## config.mk

```make
export PLATFORM = sky130hd
export DESIGN_NAME = riscv_pipe_ctrl
export DESIGN_NICKNAME = d
export VERILOG_FILES = /design/src/rtl/riscv_pipe_ctrl.sv
export SDC_FILE = /design/constraint.sdc
export NUM_CORES = 1
export LEC_CHECK = 0
export CAP_MARGIN = 30
export CELL_PAD_IN_SITES_DETAIL_PLACEMENT = 1
export CELL_PAD_IN_SITES_GLOBAL_PLACEMENT = 2
export CORE_UTILIZATION = 24
export CTS_BUF_LIST = sky130_fd_sc_hd__clkbuf_16
export CTS_CLUSTER_DIAMETER = 50
export DETAILED_ROUTE_END_ITERATION = 12
export HOLD_SLACK_MARGIN = 0.06
export PLACE_DENSITY_LB_ADDON = 0.1
export SLEW_MARGIN = 10
export SYNTH_ARGS = -nofsm -noshare
export SYNTH_HDL_FRONTEND = slang
export SYNTH_SLANG_ARGS = --single-unit
export TNS_END_PERCENT = 10
```

## constraint.sdc

```tcl
create_clock -name clk -period 1.4 [get_ports clk]
set_input_delay 0.14 -clock clk [delete_from_list [all_inputs] [get_ports clk]]
set_output_delay 0.14 -clock clk [all_outputs]
set_load 0.005 [all_outputs]
```

## src/rtl/riscv_pipe_ctrl.sv

```systemverilog
// riscv_pipe_ctrl: pipelined control unit for the RV32I 5-stage core.
// Decodes in ID, carries the control bundle through ID/EX, EX/MEM and MEM/WB,
// resolves conditional branches in EX and raises stall/flush for hazards.
// Optional feature: define RISCV_PIPE_CTRL_FWD_EN to add the fwd_a/fwd_b
// forwarding selects and limit hazard stalls to load-use only.

module riscv_pipe_ctrl #(
  parameter int REG_AW       = 5,
  parameter int ALUOP_W      = 2,
  parameter int ILLEGAL_TRAP = 1
) (
  input  logic               clk,
  input  logic               rst_n,
  input  logic               id_valid,
  input  logic [6:0]         id_opcode,
  input  logic [2:0]         id_funct3,
  input  logic [REG_AW-1:0]  id_rd,
  input  logic [REG_AW-1:0]  id_rs1,
  input  logic [REG_AW-1:0]  id_rs2,
  input  logic               ex_zero,
  input  logic               ex_sign,
  input  logic               ex_ltu,
  output logic               stall,
  output logic               flush,
  output logic               pc_src,
  output logic [5:0]         ex_ctrl,
  output logic [ALUOP_W-1:0] ex_alu_op,
  output logic               ex_illegal,
  output logic [3:0]         mem_ctrl,
  output logic [REG_AW-1:0]  mem_rd,
  output logic [1:0]         wb_ctrl,
  output logic [REG_AW-1:0]  wb_rd
`ifdef RISCV_PIPE_CTRL_FWD_EN
  ,
  output logic [1:0]         fwd_a,
  output logic [1:0]         fwd_b
`endif
);

  localparam logic [6:0] OPC_LOAD   = 7'b0000011;
  localparam logic [6:0] OPC_STORE  = 7'b0100011;
  localparam logic [6:0] OPC_RTYPE  = 7'b0110011;
  localparam logic [6:0] OPC_ITYPE  = 7'b0010011;
  localparam logic [6:0] OPC_BRANCH = 7'b1100011;
  localparam logic       TRAP_EN    = (ILLEGAL_TRAP != 0);

  // Decoded ID control
  logic               d_legal;
  logic               d_rs2_used;
  logic               d_reg_write;
  logic               d_alu_src;
  logic [1:0]         d_imm_src;
  logic               d_mem_read;
  logic               d_mem_write;
  logic               d_result_src;
  logic               d_branch;
  logic [ALUOP_W-1:0] d_alu_op;
  logic               d_illegal;

  // ID/EX register contents (ex_alu_op and ex_illegal are ports)
  logic               ex_valid;
  logic               ex_alu_src;
  logic [1:0]         ex_imm_src;
  logic               ex_branch;
  logic               ex_mem_read;
  logic               ex_mem_write;
  logic               ex_result_src;
  logic               ex_reg_write;
  logic [2:0]         ex_funct3;
  logic [REG_AW-1:0]  ex_rd;
`ifdef RISCV_PIPE_CTRL_FWD_EN
  logic [REG_AW-1:0]  ex_rs1;
  logic [REG_AW-1:0]  ex_rs2;
`endif

  logic br_cond;
  logic ex_hit;
  logic load_use;
  logic hazard;
  logic id_take;

  // Opcode decode of the instruction sitting in ID
  always_comb begin
    d_legal      = 1'b0;
    d_rs2_used   = 1'b0;
    d_reg_write  = 1'b0;
    d_alu_src    = 1'b0;
    d_imm_src    = 2'b00;
    d_mem_read   = 1'b0;
    d_mem_write  = 1'b0;
    d_result_src = 1'b0;
    d_branch     = 1'b0;
    d_alu_op     = '0;
    case (id_opcode)
      OPC_LOAD: begin
        d_legal      = 1'b1;
        d_reg_write  = 1'b1;
        d_alu_src    = 1'b1;
        d_imm_src    = 2'b00;
        d_mem_read   = 1'b1;
        d_result_src = 1'b1;
        d_alu_op     = ALUOP_W'(2'b00);
      end
      OPC_STORE: begin
        d_legal     = 1'b1;
        d_rs2_used  = 1'b1;
        d_alu_src   = 1'b1;
        d_imm_src   = 2'b01;
        d_mem_write = 1'b1;
        d_alu_op    = ALUOP_W'(2'b00);
      end
      OPC_RTYPE: begin
        d_legal     = 1'b1;
        d_rs2_used  = 1'b1;
        d_reg_write = 1'b1;
        d_alu_op    = ALUOP_W'(2'b10);
      end
      OPC_ITYPE: begin
        d_legal     = 1'b1;
        d_reg_write = 1'b1;
        d_alu_src   = 1'b1;
        d_imm_src   = 2'b00;
        d_alu_op    = ALUOP_W'(2'b10);
      end
      OPC_BRANCH: begin
        d_legal    = 1'b1;
        d_rs2_used = 1'b1;
        d_branch   = 1'b1;
        d_imm_src  = 2'b10;
        d_alu_op   = ALUOP_W'(2'b01);
      end
      default: d_legal = 1'b0;
    endcase
  end

  assign d_illegal = ~d_legal & TRAP_EN;

  // Branch condition from the funct3 held in ID/EX and the ALU flags
  always_comb begin
    br_cond = 1'b0;
    case (ex_funct3)
      3'b000:  br_cond = ex_zero;
      3'b001:  br_cond = ~ex_zero;
      3'b100:  br_cond = ex_sign;
      3'b101:  br_cond = ~ex_sign;
      3'b110:  br_cond = ex_ltu;
      3'b111:  br_cond = ~ex_ltu;
      default: br_cond = 1'b0;
    endcase
  end

  assign pc_src = ex_valid & ex_branch & br_cond;
  assign flush  = pc_src;

  // ex_rd is already zero unless the EX instruction writes a register
  assign ex_hit   = id_valid && (ex_rd != '0) &&
                    ((d_legal && (ex_rd == id_rs1)) || (d_rs2_used && (ex_rd == id_rs2)));
  assign load_use = ex_valid & ex_mem_read & ex_hit;

`ifdef RISCV_PIPE_CTRL_FWD_EN
  assign hazard = load_use;
`else
  logic mem_hit;
  // mem_rd is zero unless the MEM instruction writes a register
  assign mem_hit = id_valid && (mem_rd != '0) &&
                   ((d_legal && (mem_rd == id_rs1)) || (d_rs2_used && (mem_rd == id_rs2)));
  assign hazard  = load_use | (ex_valid & ex_reg_write & ex_hit) | mem_hit;
`endif

  assign stall   = hazard & ~pc_src;
  assign id_take = id_valid & ~pc_src & ~stall;

  // ID/EX register: takes the decoded bundle or a bubble on flush/stall/empty ID
  always_ff @(posedge clk or negedge rst_n) begin
    if (!rst_n) begin
      ex_valid      <= 1'b0;
      ex_alu_src    <= 1'b0;
      ex_imm_src    <= 2'b00;
      ex_branch     <= 1'b0;
      ex_mem_read   <= 1'b0;
      ex_mem_write  <= 1'b0;
      ex_result_src <= 1'b0;
      ex_reg_write  <= 1'b0;
      ex_alu_op     <= '0;
      ex_funct3     <= 3'b000;
      ex_rd         <= '0;
      ex_illegal    <= 1'b0;
`ifdef RISCV_PIPE_CTRL_FWD_EN
      ex_rs1        <= '0;
      ex_rs2        <= '0;
`endif
    end else begin
      ex_valid      <= id_take & d_legal;
      ex_alu_src    <= id_take & d_alu_src;
      ex_imm_src    <= id_take ? d_imm_src : 2'b00;
      ex_branch     <= id_take & d_branch;
      ex_mem_read   <= id_take & d_mem_read;
      ex_mem_write  <= id_take & d_mem_write;
      ex_result_src <= id_take & d_result_src;
      ex_reg_write  <= id_take & d_reg_write;
      ex_alu_op     <= id_take ? d_alu_op : '0;
      ex_funct3     <= id_take ? id_funct3 : 3'b000;
      ex_rd         <= (id_take && d_reg_write) ? id_rd : '0;
      ex_illegal    <= id_take & d_illegal;
`ifdef RISCV_PIPE_CTRL_FWD_EN
      ex_rs1        <= (id_take && d_legal) ? id_rs1 : '0;
      ex_rs2        <= (id_take && d_rs2_used) ? id_rs2 : '0;
`endif
    end
  end

  assign ex_ctrl = {ex_alu_src, ex_imm_src, ex_branch, ex_mem_read, ex_valid};

  // EX/MEM and MEM/WB registers: always advance, never stalled
  always_ff @(posedge clk or negedge rst_n) begin
    if (!rst_n) begin
      mem_ctrl <= 4'b0000;
      mem_rd   <= '0;
      wb_ctrl  <= 2'b00;
      wb_rd    <= '0;
    end else begin
      mem_ctrl <= {ex_mem_write, ex_mem_read, ex_result_src, ex_reg_write};
      mem_rd   <= ex_reg_write ? ex_rd : '0;
      wb_ctrl  <= mem_ctrl[1:0];
      wb_rd    <= mem_ctrl[0] ? mem_rd : '0;
    end
  end

`ifdef RISCV_PIPE_CTRL_FWD_EN
  // Forwarding selects for the EX operands; the younger EX/MEM result wins
  always_comb begin
    fwd_a = 2'b00;
    fwd_b = 2'b00;
    if (mem_ctrl[0] && (mem_rd != '0) && (mem_rd == ex_rs1)) begin
      fwd_a = 2'b10;
    end else if (wb_ctrl[0] && (wb_rd != '0) && (wb_rd == ex_rs1)) begin
      fwd_a = 2'b01;
    end
    if (mem_ctrl[0] && (mem_rd != '0) && (mem_rd == ex_rs2)) begin
      fwd_b = 2'b10;
    end else if (wb_ctrl[0] && (wb_rd != '0) && (wb_rd == ex_rs2)) begin
      fwd_b = 2'b01;
    end
  end
`endif

endmodule

```

======== Word level (Yosys, flattened, before mapping) ========
Index checks and enable logic that the tools add are counted.
storage, ports and cells
  input port bits ......................... 31
  bits in registers ....................... 35
cells by class
  equality and inequality tests ........... 14
  reduce and logical (&&, ||, !) cells .... 19
  multiplexer cells ....................... 16
  bitwise gates (word level) .............. 24
operators with widths
  kind                count
  $eq 5x5->1          4
  $and 1x1->1         16
  $mux 5              3
  $eq 7x6->1 const B  2
  $eq 3x3->1 const B  4
  $reduce_bool 5->1   2
  $logic_and 1x1->1   9
  $reduce_or 3->1     3
  $pmux 2 s2          2
  $eq 7x2->1 const B  1
  $eq 7x5->1 const B  1
  $eq 7x7->1 const B  1
  $mux 1              7
  $not 1->1           6
  $pmux 1 s6          1
  $reduce_or 5->1     1
  $mux 2              2
  $eq 3x1->1 const B  1
  $logic_not 3->1     1
  $mux 3              1
  $logic_or 1x1->1    2
  $or 1x1->1          2
  $reduce_or 2->1     1

======== Depth between registers and ports, before layout ========
  depth in word-level cells ............... 14
  gate-level depth with buffers ........... 6

======== Worst setup path after synthesis ========
OpenSTA, ideal clock, no wires.
  path type ............................... register -> output
  from .................................... reg mem_rd[0]
  to ...................................... out stall
  path slack .............................. -145 ps
  arrival ................................. 1405 ps
  cell stages (with the launch flop) ...... 5
  buffers on the path ..................... 0
  cell sequence ........................... dfrtp_1 > or4_1 > o21ai_2 > a21oi_1 > o21ba_2
on the way
  word-level cells in the longest chain between the ends .. 6
RTL lines
  what                      line  text
  start: declaration        30    output logic [REG_AW-1:0] mem_rd,
  start signal: assignment  223   mem_rd <= ex_reg_write ? ex_rd : '0;
  $eq 5x5->1                166   ((d_legal && (mem_rd == id_rs1)) || (d_rs2_used && (mem_rd == id_rs2)));
  $logic_and 1x1->1         166
  $logic_or 1x1->1          166
  $logic_and 1x1->1 (*)     165   assign mem_hit = id_valid && (mem_rd != '0) &&
  $or 1x1->1 (*)            167   assign hazard = load_use | (ex_valid & ex_reg_write & ex_hit) | mem_hit;
  $and 1x1->1 (*)           170   assign stall = hazard & ~pc_src;
  end: declaration          23    output logic stall,
Every way passes the cells marked *; elsewhere a longest branch is shown, timed or not.

======== Worst setup path in the final report ========
  from .................................... reg mem_rd[4]
  to ...................................... out stall
The elaborated chain is that of the path after synthesis.

==> impl_metrics.py <==
metrics = {
    "detailed_routing": {
        "drt_first_pass_iters": 8,
        "vias": 1540,
        "drt_iter0_markers": 55,
        "via_per_inst": 4.50,
        "wl_um": 5050,
        "wl_per_cell_um": 14.8,
        "antenna_left": 0,
        "drc": 9,
    },
    "floorplan": {
        "die_h_um": 84.5,
        "dieWidth_um": 84.5,
        "start_util_pct": 25.3,
        "dieArea_um2": 7130,
        "fp-row-count": 29,
        "ioPinCount": 59,
        "coreArea_um2": 6460,
    },
    "yosys": {
        "ys_seq_area_share_pct": 50.6,
        "synthesis.nets": 183,
        "netlist_area_um2": 1630,
        "synthTopCellsByCount": "dfrtp_1, xor2_1, nor2_1, nor3_1, and2_1",
        "synth_edf_count": 0,
        "synth-main-ff-cell": "dfrtp_1",
        "synth_top_area_cell": "dfrtp_1",
        "netlist_instances": 152,
        "synth.most_common_cell": "dfrtp_1",
        "async_flop_share_pct": 100,
        "yosysWarnings": 0,
        "synth.top_cell.area_share_pct": 50.6,
        "yosysUniqueCellTypes": 34,
        "yosys_register_bits": 33,
        "avgSynthCellArea_um2": 10.7,
        "synth_area_leaders": "dfrtp_1, xor2_1, nor3_1",
    },
    "run": {
        "cap_violations": 0,
    },
    "place": {
        "place_inst": 322,
        "gp_congestion": 0.819,
        "io_buffers": 58,
        "dp.final_hpwl_um": 3860,
        "dpl_cell_area_um2": 2570,
    },
    "grt": {
        "first_global_vias": 1664,
        "grtUsageMet3_pct": 3.74,
        "grt_overflow": 0,
        "grt_busiest_layer": "met2",
        "grt_pass1_wl_um": 8080,
        "grt.met2_usage_pct": 27.0,
        "grt_usage_pct": 14.6,
        "grt_max_degree": 34,
        "grtUsageMet1_pct": 16.7,
        "antenna_found_initial": 0,
    },
    "pwr": {
        "swShare_pct": 21.8,
        "internal_power_mw": 1.78,
        "max-vdd-ir-drop_v": 0.000384,
        "total_power_mw": 2.28,
        "p_seq_share_pct": 42.7,
        "pwr-share-comb_pct": 13.5,
        "p_leak_nw": 1.46,
        "power.density_nw_per_um2": 764,
        "p_switching_mw": 0.497,
        "clockPowerShare_pct": 43.9,
    },
    "cts": {
        "postCtsHoldBufs": 0,
        "htreeDepth": 2,
        "cts_made_buffers": 5,
        "clk_pin_slew_ps": 50,
        "clock-root-buffer": "clkbuf_16",
        "cts_buffer_depth": 2,
        "cts_tree": "yes",
        "insertion_delay_ps": 270,
        "clock-sinks": 33,
    },
    "setup_path": {
        "arrival_ps": 1790,
        "cp_max_fo": 2,
        "end_kind": "primary output",
        "worstSetupPathType": "reg2out",
        "crit_required_ps": 1260,
        "crit_path_start_kind": "flip-flop",
    },
    "min_path": {
        "min_path_type": "in2async",
    },
    "finish": {
        "antennaDiodeCount": 0,
        "multi_input_area_um2": 871,
        "final_cells": 342,
        "stdcell_area_um2": 2980,
        "register_area_um2": 831,
        "fillers": 725,
        "drive_gt1_share_pct": 41.1,
        "area_growth_pct": 82.4,
        "fin_nets": 295,
    },
    "run_status": {
        "violations": "design-rule violations, negative setup slack",
        "outcome": "complete, but fails checks",
    },
    "sta": {
        "hold_slack_ps": 238,
        "max-slew-margin-rel_pct": 78.9,
        "worst_pin_slew_ps": 317,
        "rsz0062_at_grt": "yes",
        "max_freq_mhz": 518,
        "maxSlewViolCount": 0,
        "finalHoldViolCount": 0,
        "setup_tns_ps": -6750,
        "post-route-period-util_pct": 138,
        "clock_skew_ps": 5.77,
        "min_period_ps": 1930,
        "finalSetupViolCount": 22,
        "setup_ws_ps": -529,
    },
}
## power groups by stage
stage	Clock [mW]	Sequential, mW	Combinational, mW
after floorplan	0	0.986	0.0784
after global placement	0	0.986	0.268
after detailed placement	0	0.987	0.276
after CTS	1.01	0.970	0.290
after global routing	1.07	0.970	0.334
final	0.998	0.971	0.307
## stage by stage
stage / setup slack [ps] / utilization [%]
after CTS: -553 / 44.0
after detailed placement: -862 / 39.8
final: -529 / 46.1
after global routing: -615 / 46.1
after global placement: -790 / 39.8
after floorplan: -145 / -
## routing by layer
metal / vias up / share of wire [%] / routed length [µm]
met5: - / 0 / 0
met4: 0 / 1.2 / 62
met3: 8 / 4.4 / 222
met2: 41 / 54 / 2740
met1: 757 / 40 / 2020
li1: 734 / - / -
## worst max-delay path, cell delays in order (launching register included)
cell and delay, ps:
dfrtp_1 390, buf_4 150, xor2_2 140, nor3_2 120, buf_4 140, nand3_1 130
a21oi_2 200, o21ba_2 150, buf_2 110
## what timing repair did
action	CTS	global route
endpoints found under the setup margin	29	24
pin swaps	8	14
gates resized for setup	39	23
setup buffers	7	6
gates cloned	0	0
## logic make-up (layout without fill, tap and decap cells)
group	count (synthesis)	in the layout	share of synthesized area, %
AOI/OAI and AO/OA	13	13	7.13
xor gates and xnor gates	22	22	11.8
buffers and inverters	15	128	6.13
DFF	33	33	50.6
muxes	1	1	0.614
and+or+nand+nor	68	68	23.7
## worst paths after layout
kind / from / to / slack (ps) / depth (start not counted)
max: mem_rd[4] / stall / -530 / 8
min: rst_n / wb_rd[0] / 240 / 2
max reg2reg: mem_rd[3] / ex_rd[1] / -380 / 7
min reg2reg: ex_mem_write / mem_ctrl[3] / 360 / 0
max in group asynchronous: rst_n / mem_rd[0] / 970 / 2
min in group clk: ex_mem_write / mem_ctrl[3] / 360 / 0
## layout make-up
| class | instances | area share [%] |
|---|---|---|
| well taps | 77 | 3.24 |
| repair buffers | 114 | 34.3 |
| flip-flops and latches | 33 | 27.9 |
| clock inverters | 3 | 0.378 |
| clock buffers | 5 | 4.20 |
| inverters | 6 | 0.757 |
| multi-input cells | 104 | 29.3 |
## layout by cell type, fill, tap and decap left out, types with 5 or more instances in the layout
cell type / n
buf_4: 52
clkbuf_16: 5
nand3_1: 6
clkdlybuf4s50_1: 47
nor3_1: 5
inv_1: 9
dfrtp_1: 29
nand2_1: 6
nor2_1: 11
and2_1: 10
nor3_2: 13
buf_6: 8
nor2_2: 5
xor2_1: 18
## state kept, by name, summed over array words and instances, names as in the netlist, 2 cells and up
name        cells
mem_ctrl        3
mem_rd          5
ex_imm_src      2
ex_rd           5
wb_rd           5
wb_ctrl         2
ex_funct3       3
(Power assumes the default switching activity.)
